`config.mk`:
```
export PLATFORM = sky130hd
export DESIGN_NAME = freq_key_ctrl
export DESIGN_NICKNAME = d
export VERILOG_FILES = /design/src/rtl/freq_key_ctrl.sv
export SDC_FILE = /design/constraint.sdc
export NUM_CORES = 1
export LEC_CHECK = 0
export CORE_UTILIZATION = 25
export DETAILED_ROUTE_END_ITERATION = 10
export SYNTH_ARGS = -nofsm -noshare
export SYNTH_HDL_FRONTEND = slang
export SYNTH_SLANG_ARGS = --single-unit
```
`constraint.sdc`:
```
create_clock -name sys_clk -period 2.07 [get_ports sys_clk]
set_input_delay 0.5175 -clock sys_clk [delete_from_list [all_inputs] [get_ports sys_clk]]
set_output_delay 0.5175 -clock sys_clk [all_outputs]
set_load 0.02 [all_outputs]
```
`src/rtl/freq_key_ctrl.sv`:
```
// Front-panel key controller: debounces four keys, edits two wrapped frequency settings
// and commits them through a req/ack handshake. Define AUTO_REPEAT_EN for held-key repeat.
module freq_key_ctrl #(
    parameter int unsigned DEB_CNT     = 1_000_000,
    parameter int unsigned FREQ_MIN    = 1,
    parameter int unsigned FREQ_MAX    = 99,
    parameter int unsigned FREQ_A_INIT = 10,
    parameter int unsigned FREQ_B_INIT = 20,
    parameter int unsigned ACK_TIMEOUT = 65535
) (
    input  logic        sys_clk,
    input  logic        sys_rst_n,
    input  logic        key_sel,
    input  logic        key_up,
    input  logic        key_down,
    input  logic        key_wr,
    input  logic        wr_ack,
    output logic        wr_req,
    output logic [15:0] wr_data,
    output logic [7:0]  freq_a,
    output logic [7:0]  freq_b,
    output logic        sel,
    output logic [3:0]  wr_stat
);
    // state | meaning
    // IDLE  | editing allowed, waiting for key_wr
    // REQ   | wr_req held, waiting for wr_ack or timeout
    // DONE  | commit acknowledged, status 1
    // ERR   | commit timed out, status 3
    typedef enum logic [1:0] {IDLE, REQ, DONE, ERR} state_t;

    localparam int unsigned DEB_W = $clog2(DEB_CNT + 1);
    localparam int unsigned TO_W  = $clog2(ACK_TIMEOUT + 1);
    localparam logic [DEB_W-1:0] DEB_LAST = DEB_W'(DEB_CNT - 1);
    localparam logic [TO_W-1:0]  TO_LAST  = TO_W'(ACK_TIMEOUT - 1);

    state_t state, state_nxt;

    logic [3:0] key_raw, sync1, sync2, sync_d, deb, deb_d, press;
    logic [DEB_W-1:0] deb_cnt [4];
    logic [TO_W-1:0]  to_cnt;
    logic step_up, step_down;

    // bit order: 0 sel, 1 up, 2 down, 3 wr
    assign key_raw = {key_wr, key_down, key_up, key_sel};

    always_ff @(posedge sys_clk or negedge sys_rst_n) begin
        if (!sys_rst_n) begin
            sync1  <= 4'hF;
            sync2  <= 4'hF;
            sync_d <= 4'hF;
            deb    <= 4'hF;
            deb_d  <= 4'hF;
            for (int i = 0; i < 4; i++) deb_cnt[i] <= '0;
        end else begin
            sync1  <= key_raw;
            sync2  <= sync1;
            sync_d <= sync2;
            deb_d  <= deb;
            for (int i = 0; i < 4; i++) begin
                if (sync2[i] != sync_d[i])
                    deb_cnt[i] <= '0;
                else if (deb_cnt[i] == DEB_LAST)
                    deb[i] <= sync_d[i];
                else
                    deb_cnt[i] <= deb_cnt[i] + 1'b1;
            end
        end
    end

    assign press = deb_d & ~deb;

`ifdef AUTO_REPEAT_EN
    localparam int unsigned REP_W = 25;
    localparam logic [REP_W-1:0] REP_HOLD_LAST = REP_W'(25_000_000 - 1);
    localparam logic [REP_W-1:0] REP_RATE_LAST = REP_W'(5_000_000 - 1);

    logic [REP_W-1:0] rep_cnt [2];
    logic [1:0] rep_armed, rep_pulse;

    always_ff @(posedge sys_clk or negedge sys_rst_n) begin
        if (!sys_rst_n) begin
            rep_armed <= '0;
            rep_pulse <= '0;
            for (int i = 0; i < 2; i++) rep_cnt[i] <= '0;
        end else begin
            for (int i = 0; i < 2; i++) begin
                rep_pulse[i] <= 1'b0;
                if (deb[i+1] || state != IDLE) begin
                    rep_cnt[i]   <= '0;
                    rep_armed[i] <= 1'b0;
                end else if ((!rep_armed[i] && rep_cnt[i] == REP_HOLD_LAST) ||
                             (rep_armed[i] && rep_cnt[i] == REP_RATE_LAST)) begin
                    rep_cnt[i]   <= '0;
                    rep_armed[i] <= 1'b1;
                    rep_pulse[i] <= 1'b1;
                end else begin
                    rep_cnt[i] <= rep_cnt[i] + 1'b1;
                end
            end
        end
    end

    assign step_up   = press[1] | rep_pulse[0];
    assign step_down = press[2] | rep_pulse[1];
`else
    assign step_up   = press[1];
    assign step_down = press[2];
`endif

    function automatic logic [7:0] f_step(input logic [7:0] f, input logic up);
        if (up) return (f >= 8'(FREQ_MAX)) ? 8'(FREQ_MIN) : f + 8'd1;
        else    return (f <= 8'(FREQ_MIN)) ? 8'(FREQ_MAX) : f - 8'd1;
    endfunction

    // sel is sampled before its own toggle, so a coincident step edits the old channel
    always_ff @(posedge sys_clk or negedge sys_rst_n) begin
        if (!sys_rst_n) begin
            freq_a <= 8'(FREQ_A_INIT);
            freq_b <= 8'(FREQ_B_INIT);
            sel    <= 1'b0;
        end else begin
            if (press[0]) sel <= ~sel;
            if (state == IDLE && (step_up ^ step_down)) begin
                if (!sel) freq_a <= f_step(freq_a, step_up);
                else      freq_b <= f_step(freq_b, step_up);
            end
        end
    end

    always_ff @(posedge sys_clk or negedge sys_rst_n) begin
        if (!sys_rst_n) state <= IDLE;
        else            state <= state_nxt;
    end

    always_comb begin
        state_nxt = state;
        case (state)
            IDLE: if (press[3]) state_nxt = REQ;
            REQ: begin
                if (wr_ack)                 state_nxt = DONE;
                else if (to_cnt == TO_LAST) state_nxt = ERR;
            end
            DONE: state_nxt = IDLE;
            ERR:  state_nxt = IDLE;
            default: state_nxt = IDLE;
        endcase
    end

    assign wr_req = (state == REQ);

    always_ff @(posedge sys_clk or negedge sys_rst_n) begin
        if (!sys_rst_n) begin
            to_cnt  <= '0;
            wr_data <= '0;
            wr_stat <= 4'd0;
        end else begin
            case (state)
                IDLE: begin
                    if (press[3]) begin
                        wr_data <= {freq_a, freq_b};
                        to_cnt  <= '0;
                        wr_stat <= 4'd2;
                    end else if (step_up ^ step_down) begin
                        wr_stat <= 4'd0;
                    end
                end
                REQ: begin
                    to_cnt <= to_cnt + 1'b1;
                    if (wr_ack)                 wr_stat <= 4'd1;
                    else if (to_cnt == TO_LAST) wr_stat <= 4'd3;
                end
                default: ;
            endcase
        end
    end
endmodule

```
==> results_dict.tcl, run 1 <==
set metrics [dict create \
    run_status "completed" \
    timing.critical_path.from_type "flop" \
    timing.critical_path.cells "dlygate4sd2_1" \
    hold_class "primary input to asynchronous set/reset pin" \
    cts_made_buffers 17 \
    ys_async_rst_share 1.00 \
    route.detailed.vias_per_inst 4.78 \
    power_switching_share 0.235 \
    wl_mm 17.3 \
    routabilityCongestion 0.858 \
    instance_count_of_the_mapped_netlist 780 \
    worst_slew_margin_rel 0.621 \
    cts_hold_repair.buffers 0 \
    number_of_pins_exceeding_their_max_slew_limit_in_the_final_report 0 \
    synth_commonest_cells "dfrtp_1, nor2_1, nand2_1" \
    worst-endpoint-required_ps 1550 \
    netlist_area_pre_place_mm2 0.00772 \
    pwr-share-comb 0.039 \
    starting_drt_drc_count 358 \
    setup-violations-final 0 \
    rows 63 \
    first_global_vias 6056 \
    dp_worst_setup_slack_ps 20.4 \
    synth-seq-area-share 0.500 \
    post-synth-top-area-cell "dfrtp_1" \
    dp_hpwl_mm 12.3 \
    wire_length_of_the_first_global_routing_pass_mm 30.0 \
    placed_cells 1230 \
    power.density_mw_per_mm2 693 \
    route.vias.total 6039 \
    yosys.area.top_type_share 0.418 \
    synth_to_final_area_change_pct 24.0 \
    stdcell_count 1264 \
    core_mm2 0.0300 \
    clock_skew_ps 9.79 \
    die-height_um 178 \
    yosysUniqueCellTypes 82 \
    tightestPinTransition_ps 567 \
    wl_per_cell_um 13.7 \
    power.leakage_nw 4.11 \
    cts_sinks 153 \
    p_seq_frac 0.471 \
    cts_max_level 4 \
    io_pins 45 \
    cts.clk_slew.worst_paths_ps 60 \
    timing.critical_path.to_type "output pin" \
    tritoncts "yes" \
    synth_top_flop_cell "dfrtp_1" \
    finalWorstPathRequiredPeriod_ps 2010 \
    num-fill-cells 3076 \
    grt_total_usage 0.118 \
    critical-path-slowest-cell "dfstp_2" \
    antenna_cells_inserted 0 \
    grt_start_max_net_pins 46 \
    port_buffer_count 42 \
    critical_path.max_stage_delay_ps 660 \
    die_area_mm2 0.0316 \
    synth.avg_cell_area_um2 9.90 \
    share_clk_of_total_power 0.490 \
    worst-endpoint-arrival_ps 1490 \
    maxCapViolCount 0 \
    layout.core_utilization 0.319 \
    ant_nets 0 \
    gr-total-overflow 0 \
    path_delay_family "flip-flops" \
    final_nets 880 \
    path_buf_inv 1 \
    remaining_drc_errors 0 \
    synthTopCellsByArea "dfrtp_1, dfstp_2, xor2_1, nor2_1, nand3_1" \
    antenna_found_initial 0 \
    synth.most_common_cell "dfrtp_1" \
    ys_warn_count 0 \
    detailedRoute.firstPassIterationCount 5 \
    hold_viol_final 0 \
    hold_ws_ps 16.3 \
    floorplan.initialDensity 0.257 \
    fmax_mhz 498 \
    die_width_um 178 \
    layout_worst_path_cycle_share 0.969 \
    netSwitchingPower_mw 1.56 \
    ys_ff_latch 153 \
    critPathMaxFanout 11 \
    setup.worst_path.class "flop to output pin" \
    clock-root-buffer "clkbuf_16" \
    synth-edff-count 0 \
    cell_internal_pwr_mw 5.08 \
    ir_worst_vdd_mv 0.435 \
    finalWorstSetupSlack_ps 63.6 \
    cts.path.max_buffers 2 \
    post_route_cells_drive_above_1_share 0.185 \
    insertion_delay_ps 430 \
]
power by group through the flow:
stage	Sequential (mW)	Clock [mW]	Combinational [mW]
finish	3.12	3.25	0.262
global route	3.13	3.45	0.305
CTS	3.12	3.34	0.273
detailed placement	3.17	0	0.270
global placement	3.17	0	0.264
floorplan	3.16	0	0.125
cell families after synthesis:
kind of cell    share of synthesized area
simple gates                        0.224
flops                               0.500
compound gates                      0.128
xor+xnor                           0.0703
buf+inv                            0.0275
mux                                0.0303
fa+ha+maj                          0.0194
other cells                      0.000486
layout by cell type (no fill, tap or decap), drive strengths merged, types with 23 or more instances in the layout:
| cell | netlist | final |
|---|---|---|
| dfrtp | 129 | 129 |
| nor2 | 96 | 96 |
| nand2 | 60 | 60 |
| buf | 6 | 54 |
| nand3 | 47 | 47 |
| o21ai | 46 | 46 |
| xor2 | 45 | 45 |
| a21oi | 34 | 34 |
| nand4 | 26 | 26 |
| dfstp | 24 | 24 |
| clkdlybuf4s50 | 0 | 23 |
metrics by stage:
stage	TNS [ps]	total power, mW	area [um^2]
detailed placement	0	3.44	8910
global route	-16.3	6.89	9570
global placement	0	3.43	8910
floorplan	0	3.29	7740
CTS	0	6.73	9510
finish	0	6.63	9570
path summary, 6_finish.rpt:
kind                               end        start  cells after the start  slack, ps
max in group asynchronous     deb_d[2]    sys_rst_n                      2       1400
max reg2reg                deb_cnt[44]  deb_cnt[53]                      6         90
min reg2reg                   sync2[1]     sync1[1]                      0        360
min in group sys_clk          sync2[1]     sync1[1]                      0        360
min                        deb_cnt[78]    sys_rst_n                      1         20
max                          freq_b[2]    freq_b[2]                      1         60
timing repair:
action                     in CTS  in global routing
setup endpoints to repair      18                 11
gates resized for setup        20                  9
pin swaps                       0                  3
buffers inserted                0                  2
area by class of cell:
| class | count | area (um^2) | area share |
|---|---|---|---|
| Clock buffer | 17 | 425 | 0.0445 |
| Clock inverter | 15 | 189 | 0.0197 |
| Inverter | 16 | 60.1 | 0.00628 |
| Multi-Input combinational cell | 578 | 3720 | 0.388 |
| Sequential cell | 153 | 3860 | 0.404 |
| Tap cell | 390 | 488 | 0.0510 |
| Timing Repair Buffer | 95 | 827 | 0.0864 |
sequential cells by signal, indices dropped and copies added, names as in the netlist, 4 cells and up:
signal	count
deb_cnt	80
deb_d	4
freq_b	8
sync2	4
sync_d	4
deb	4
wr_data	16
sync1	4
freq_a	8
to_cnt	16
worst reg2reg max path: stages (launching register included):
cell and delay [ps]:
dfrtp_1 420, or4b_1 570, nor4_4 410, buf_4 180, a21oi_1 70, xnor2_1 180, nor2_1 50
per-layer routing:
layer  wire [um]  vias to the layer above  global-route usage
li1            -                     2965                   -
met1        8340                     2943               0.158
met2        8070                      115               0.187
met3         678                       16              0.0255
met4         220                        0              0.0381
met5           0                        -                   0
Note: power is estimated with default switching activity, not from simulation.
==> inputs of run 2 (changes only) <==
CORE_ASPECT_RATIO = 1.75   (was unset)
CORE_MARGIN = 4   (was unset)
SLEW_MARGIN = 10   (was unset)
==> results_dict.tcl, run 2 (synthesis gave the netlist of run 1 again) <==
set metrics [dict create \
    run_status "completed" \
    rr_worst_depth 6 \
    power.leakage_nw 4.08 \
    antenna_found_initial 0 \
    cts_max_level 4 \
    dp_hpwl_mm 13.1 \
    grt_start_max_net_pins 39 \
    hold_class "flop to flop" \
    multi_input_area_mm2 0.00369 \
    worst-endpoint-arrival_ps 2350 \
    port_buffer_count 42 \
    finalWorstSetupSlack_ps 65.1 \
    finalWorstPathRequiredPeriod_ps 2000 \
    core_mm2 0.0303 \
    floorplan.initialDensity 0.255 \
    setup.worst_path.class "flop to flop" \
    cts.clk_slew.worst_paths_ps 60 \
    timing.critical_path.to_type "flop" \
    tightestPinTransition_ps 541 \
    post_route_cells_drive_above_1_share 0.178 \
    regArea_mm2 0.00386 \
    wire_length_of_the_first_global_routing_pass_mm 30.5 \
    wl_per_cell_um 14.2 \
    dp_worst_setup_slack_ps -0.409 \
    worst_hold_path.num_cells 0 \
    mostFrequentLayoutCell "dfrtp_1" \
    clock_skew_ps 8.62 \
    maxCapViolCount 0 \
    antenna_cells_inserted 0 \
    cts.path.max_buffers 2 \
    post-layout-total-power_mw 6.56 \
    critPathMaxFanout 5 \
    layout_worst_path_cycle_share 0.969 \
    remaining_drc_errors 0 \
    number_of_pins_exceeding_their_max_slew_limit_in_the_final_report 0 \
    insertion_delay_ps 440 \
    cts_made_buffers 17 \
    rows 84 \
    grt_setup_unrepaired "no" \
    setup-violations-final 0 \
    route.vias.total 6070 \
    ant_nets 0 \
    timing.critical_path.from_type "flop" \
    route.detailed.vias_per_inst 4.82 \
    cts_sinks 153 \
    worst_slew_margin_rel 0.636 \
    final_nets 878 \
    hold_viol_final 0 \
    synth_to_final_area_change_pct 23.3 \
    worst-endpoint-required_ps 2420 \
    fmax_mhz 499 \
    tritoncts "yes" \
    ir_worst_vdd_mv 0.507 \
    biggest_register "deb_cnt" \
    first_global_vias 6259 \
    gr-total-overflow 0 \
    largestRegisters "deb_cnt: 80 flops, to_cnt: 16 flops, wr_data: 16 flops" \
    clock-root-buffer "clkbuf_16" \
    wl_mm 17.9 \
    die_width_um 141 \
    number_of_flip_flops_under_the_largest_register_name 80 \
    grt_total_usage 0.111 \
    num-fill-cells 3142 \
    die-height_um 240 \
    detailedRoute.firstPassIterationCount 5 \
    routabilityCongestion 0.900 \
    starting_drt_drc_count 322 \
    io_pins 45 \
    die_area_mm2 0.0339 \
    layout.cells.most_common_list "dfrtp_1, nor2_1, nand2_1, buf_4, nand3_1" \
    power.density_mw_per_mm2 689 \
]
## run 2: per-layer routing
metal | global-route usage | vias to the layer above | part of all wire
li1 | - | 2951 | -
met1 | 0.114 | 3007 | 0.38
met2 | 0.215 | 84 | 0.57
met3 | 0.0241 | 28 | 0.026
met4 | 0.0447 | 0 | 0.024
met5 | 0 | - | 0
## run 2: worst max-delay path: stages, from the launching register on
cell	delay, ps
dfrtp_2	420
ha_4	180
or4_4	440
a31oi_4	240
o21ai_2	80
or4_1	460
o211ai_1	100
## run 2: layout make-up
| cell class | count | share of cell area |
|---|---|---|
| flip-flops and latches | 153 | 0.406 |
| clock buffers | 19 | 0.0465 |
| well taps | 387 | 0.0509 |
| multi-input cells | 578 | 0.388 |
| inverters | 16 | 0.00631 |
| clock inverters | 13 | 0.0166 |
| repair buffers | 93 | 0.0863 |
## run 2: final timing paths
| check | slack (ps) | endpoint | from |
|---|---|---|---|
| worst max-delay path | 70 | freq_a[4] | freq_a[0] |
| worst min-delay path | 360 | sync2[2] | sync1[2] |
| worst max register to register | 70 | freq_a[4] | freq_a[0] |
| worst min register to register | 360 | sync2[2] | sync1[2] |
| max in group asynchronous | 860 | sync2[3] | sys_rst_n |
| min in group asynchronous | 570 | deb_cnt[38] | sys_rst_n |
## run 2: repair_timing
item                                   in CTS  in global routing
setup endpoints to repair                  20                  4
setup buffers                               0                  1
pin swaps                                   0                  1
hold buffers                                1                  0
gates resized for setup                    22                  4
endpoints found under the hold margin       5                  0
## run 2: power breakdown
group          internal (mW)  total (mW)  leakage [nW]  switching, mW
registers               3.06        3.12          2.03         0.0651
clock network           1.84        3.17         0.285           1.33
logic                 0.0930       0.259          1.77          0.166
## run 2: stage by stage
stage          setup TNS, ps  cells  utilization  cell area [um^2]  hold slack [ps]
6_report                   0   1259        0.315              9520              357
5_1_grt                    0   1259        0.315              9520              362
4_1_cts                    0   1258        0.314              9490              360
3_5_place_dp          -0.409   1225        0.294              8900              350
3_3_place_gp               0   1225        0.294              8900              346
2_1_floorplan              0    781            -              7740              222
==> inputs of run 3 (changes only) <==
CORE_UTILIZATION = 34   (was 25)
==> results_dict.tcl, run 3 (synthesis gave the netlist of run 1 again) <==
set metrics [dict create \
    cts.clk_slew.worst_paths_ps 60 \
    largestRegisters "deb_cnt: 80 flops, to_cnt: 16 flops, wr_data: 16 flops" \
    hold_viol_final 0 \
    route.vias.total 6075 \
    number_of_pins_exceeding_their_max_slew_limit_in_the_final_report 0 \
    setup.worst_path.class "flop to flop" \
    cts_max_level 4 \
    worst_slew_margin_rel 0.540 \
    timing.critical_path.from_type "flop" \
    layout.cells.most_common_list "dfrtp_1, nor2_1, nand2_1, buf_4, nand3_1" \
    cts_made_buffers 17 \
    final_nets 881 \
    finalWorstSetupSlack_ps 74.2 \
    placed_cells 1138 \
    fmax_mhz 501 \
    starting_drt_drc_count 296 \
    fin_tns_setup_ps 0 \
    detailedRoute.firstPassIterationCount 4 \
    worst-endpoint-required_ps 2400 \
    hold_ws_ps 28.2 \
    critical-path-slowest-cell "or4_1" \
    grt_setup_unrepaired "no" \
    core_mm2 0.0223 \
    ir_worst_vdd_mv 0.505 \
    setup-violations-final 0 \
    number_of_flip_flops_under_the_largest_register_name 80 \
    die-height_um 207 \
    post_dp_cell_area_mm2 0.00881 \
    finalInstanceArea_mm2 0.00941 \
    biggest_register "deb_cnt" \
    wire_length_of_the_first_global_routing_pass_mm 29.7 \
    maxCapViolCount 0 \
    power.leakage_nw 4.15 \
    grt_total_usage 0.144 \
    synth_to_final_area_change_pct 21.8 \
    die_width_um 122 \
    critPathMaxFanout 5 \
    power.density_mw_per_mm2 689 \
    hold_class "primary input to asynchronous set/reset pin" \
    clock_skew_ps 9.58 \
    tightestPinTransition_ps 687 \
    floorplan.initialDensity 0.347 \
    die_area_mm2 0.0253 \
    insertion_delay_ps 420 \
    gr-total-overflow 0 \
    worst-endpoint-arrival_ps 2330 \
    rr_worst_depth 6 \
    routabilityCongestion 0.819 \
    cts.path.max_buffers 2 \
    cts_sinks 153 \
    antenna_cells_inserted 0 \
    timing.critical_path.cells "ha_4 -> or4_4 -> a31oi_4 -> o21ai_2 -> or4_1 -> o211ai_1" \
    ant_nets 0 \
    tritoncts "yes" \
    stdcell_count 1171 \
    rows 72 \
    run_status "completed" \
    port_buffer_count 42 \
    io_pins 45 \
    wl_per_cell_um 14.6 \
    grt_start_max_net_pins 44 \
    remaining_drc_errors 0 \
    clock-root-buffer "clkbuf_16" \
    antenna_found_initial 0 \
    finalWorstPathRequiredPeriod_ps 2000 \
    dp_hpwl_mm 12.4 \
    post_route_cells_drive_above_1_share 0.175 \
    first_global_vias 6098 \
    layout_worst_path_cycle_share 0.964 \
    wl_mm 17.1 \
    timing.critical_path.to_type "flop" \
    route.detailed.vias_per_inst 5.19 \
    dp_worst_setup_slack_ps 52.4 \
    critical_path.max_stage_delay_ps 470 \
    mostFrequentLayoutCell "dfrtp_1" \
]
==> run 3: changes by cell type in the layout (fill, tap and decap cells not counted), sizes merged, moves of 4 or more <==
cell | previous run | this run
inv | 22 | 16
buf | 51 | 55
dlygate4sd2 | 18 | 14
clkinv | 2 | 7
==> run 3: report_power, final <==
group / leakage, nW / switching, mW / total, mW / internal, mW
clock: 0.291 / 1.19 / 3.10 / 1.92
combinational: 1.83 / 0.165 / 0.259 / 0.0941
sequential: 2.03 / 0.0647 / 3.12 / 3.06
total: 4.15 / 1.42 / 6.48 / 5.07
==> run 3: metal layers <==
metal  share of wire  vias to the layer above  GRT usage  wire length [um]
met1            0.40                     2983      0.161              6920
met3           0.024                       33     0.0292               412
li1                -                     2973          -                 -
met2            0.54                       86      0.262              9330
met4           0.027                        0     0.0596               460
met5               0                        -          0                 0
==> run 3: what timing repair did <==
| action | 4_1_cts | 5_1_grt |
|---|---|---|
| hold buffers | 0 | 0 |
| resized for setup | 14 | 5 |
| setup buffers | 0 | 1 |
| setup endpoints to repair | 14 | 10 |
| pin swaps | 0 | 2 |
==> run 3: area by class of cell <==
| class | instances | area, um^2 |
|---|---|---|
| Sequential cell | 153 | 3860 |
| Clock inverter | 10 | 129 |
| Multi-Input combinational cell | 578 | 3680 |
| Tap cell | 296 | 370 |
| Clock buffer | 22 | 454 |
| Inverter | 16 | 60.1 |
| Timing Repair Buffer | 96 | 855 |
| Fill cell | 2147 | 12800 |
==> run 3: worst max-delay path: cells and delay by family (launching register included) <==
| family | cells | cell delay (ps) |
|---|---|---|
| adder cells (fa/ha/maj) | 1 | 170 |
| AND/OR/NAND/NOR | 2 | 910 |
| AO/OA/AOI/OAI | 3 | 390 |
| flip-flops | 1 | 440 |
==> run 3: metrics by stage <==
step | total power, mW | utilization
after global placement | 3.44 | 0.396
after floorplan | 3.29 | -
after global routing | 6.79 | 0.423
final | 6.48 | 0.423
after CTS | 6.61 | 0.422
after detailed placement | 3.45 | 0.396
==> run 3: final timing paths <==
check	from	end	slack, ps
min in group sys_clk	sync1[0]	sync2[0]	350
worst max register to register	freq_a[0]	freq_a[4]	70
worst min-delay path	sys_rst_n	deb_cnt[73]	30
worst max-delay path	freq_a[0]	freq_a[4]	70
worst min register to register	sync1[0]	sync2[0]	350
max in group asynchronous	sys_rst_n	deb_cnt[8]	1380
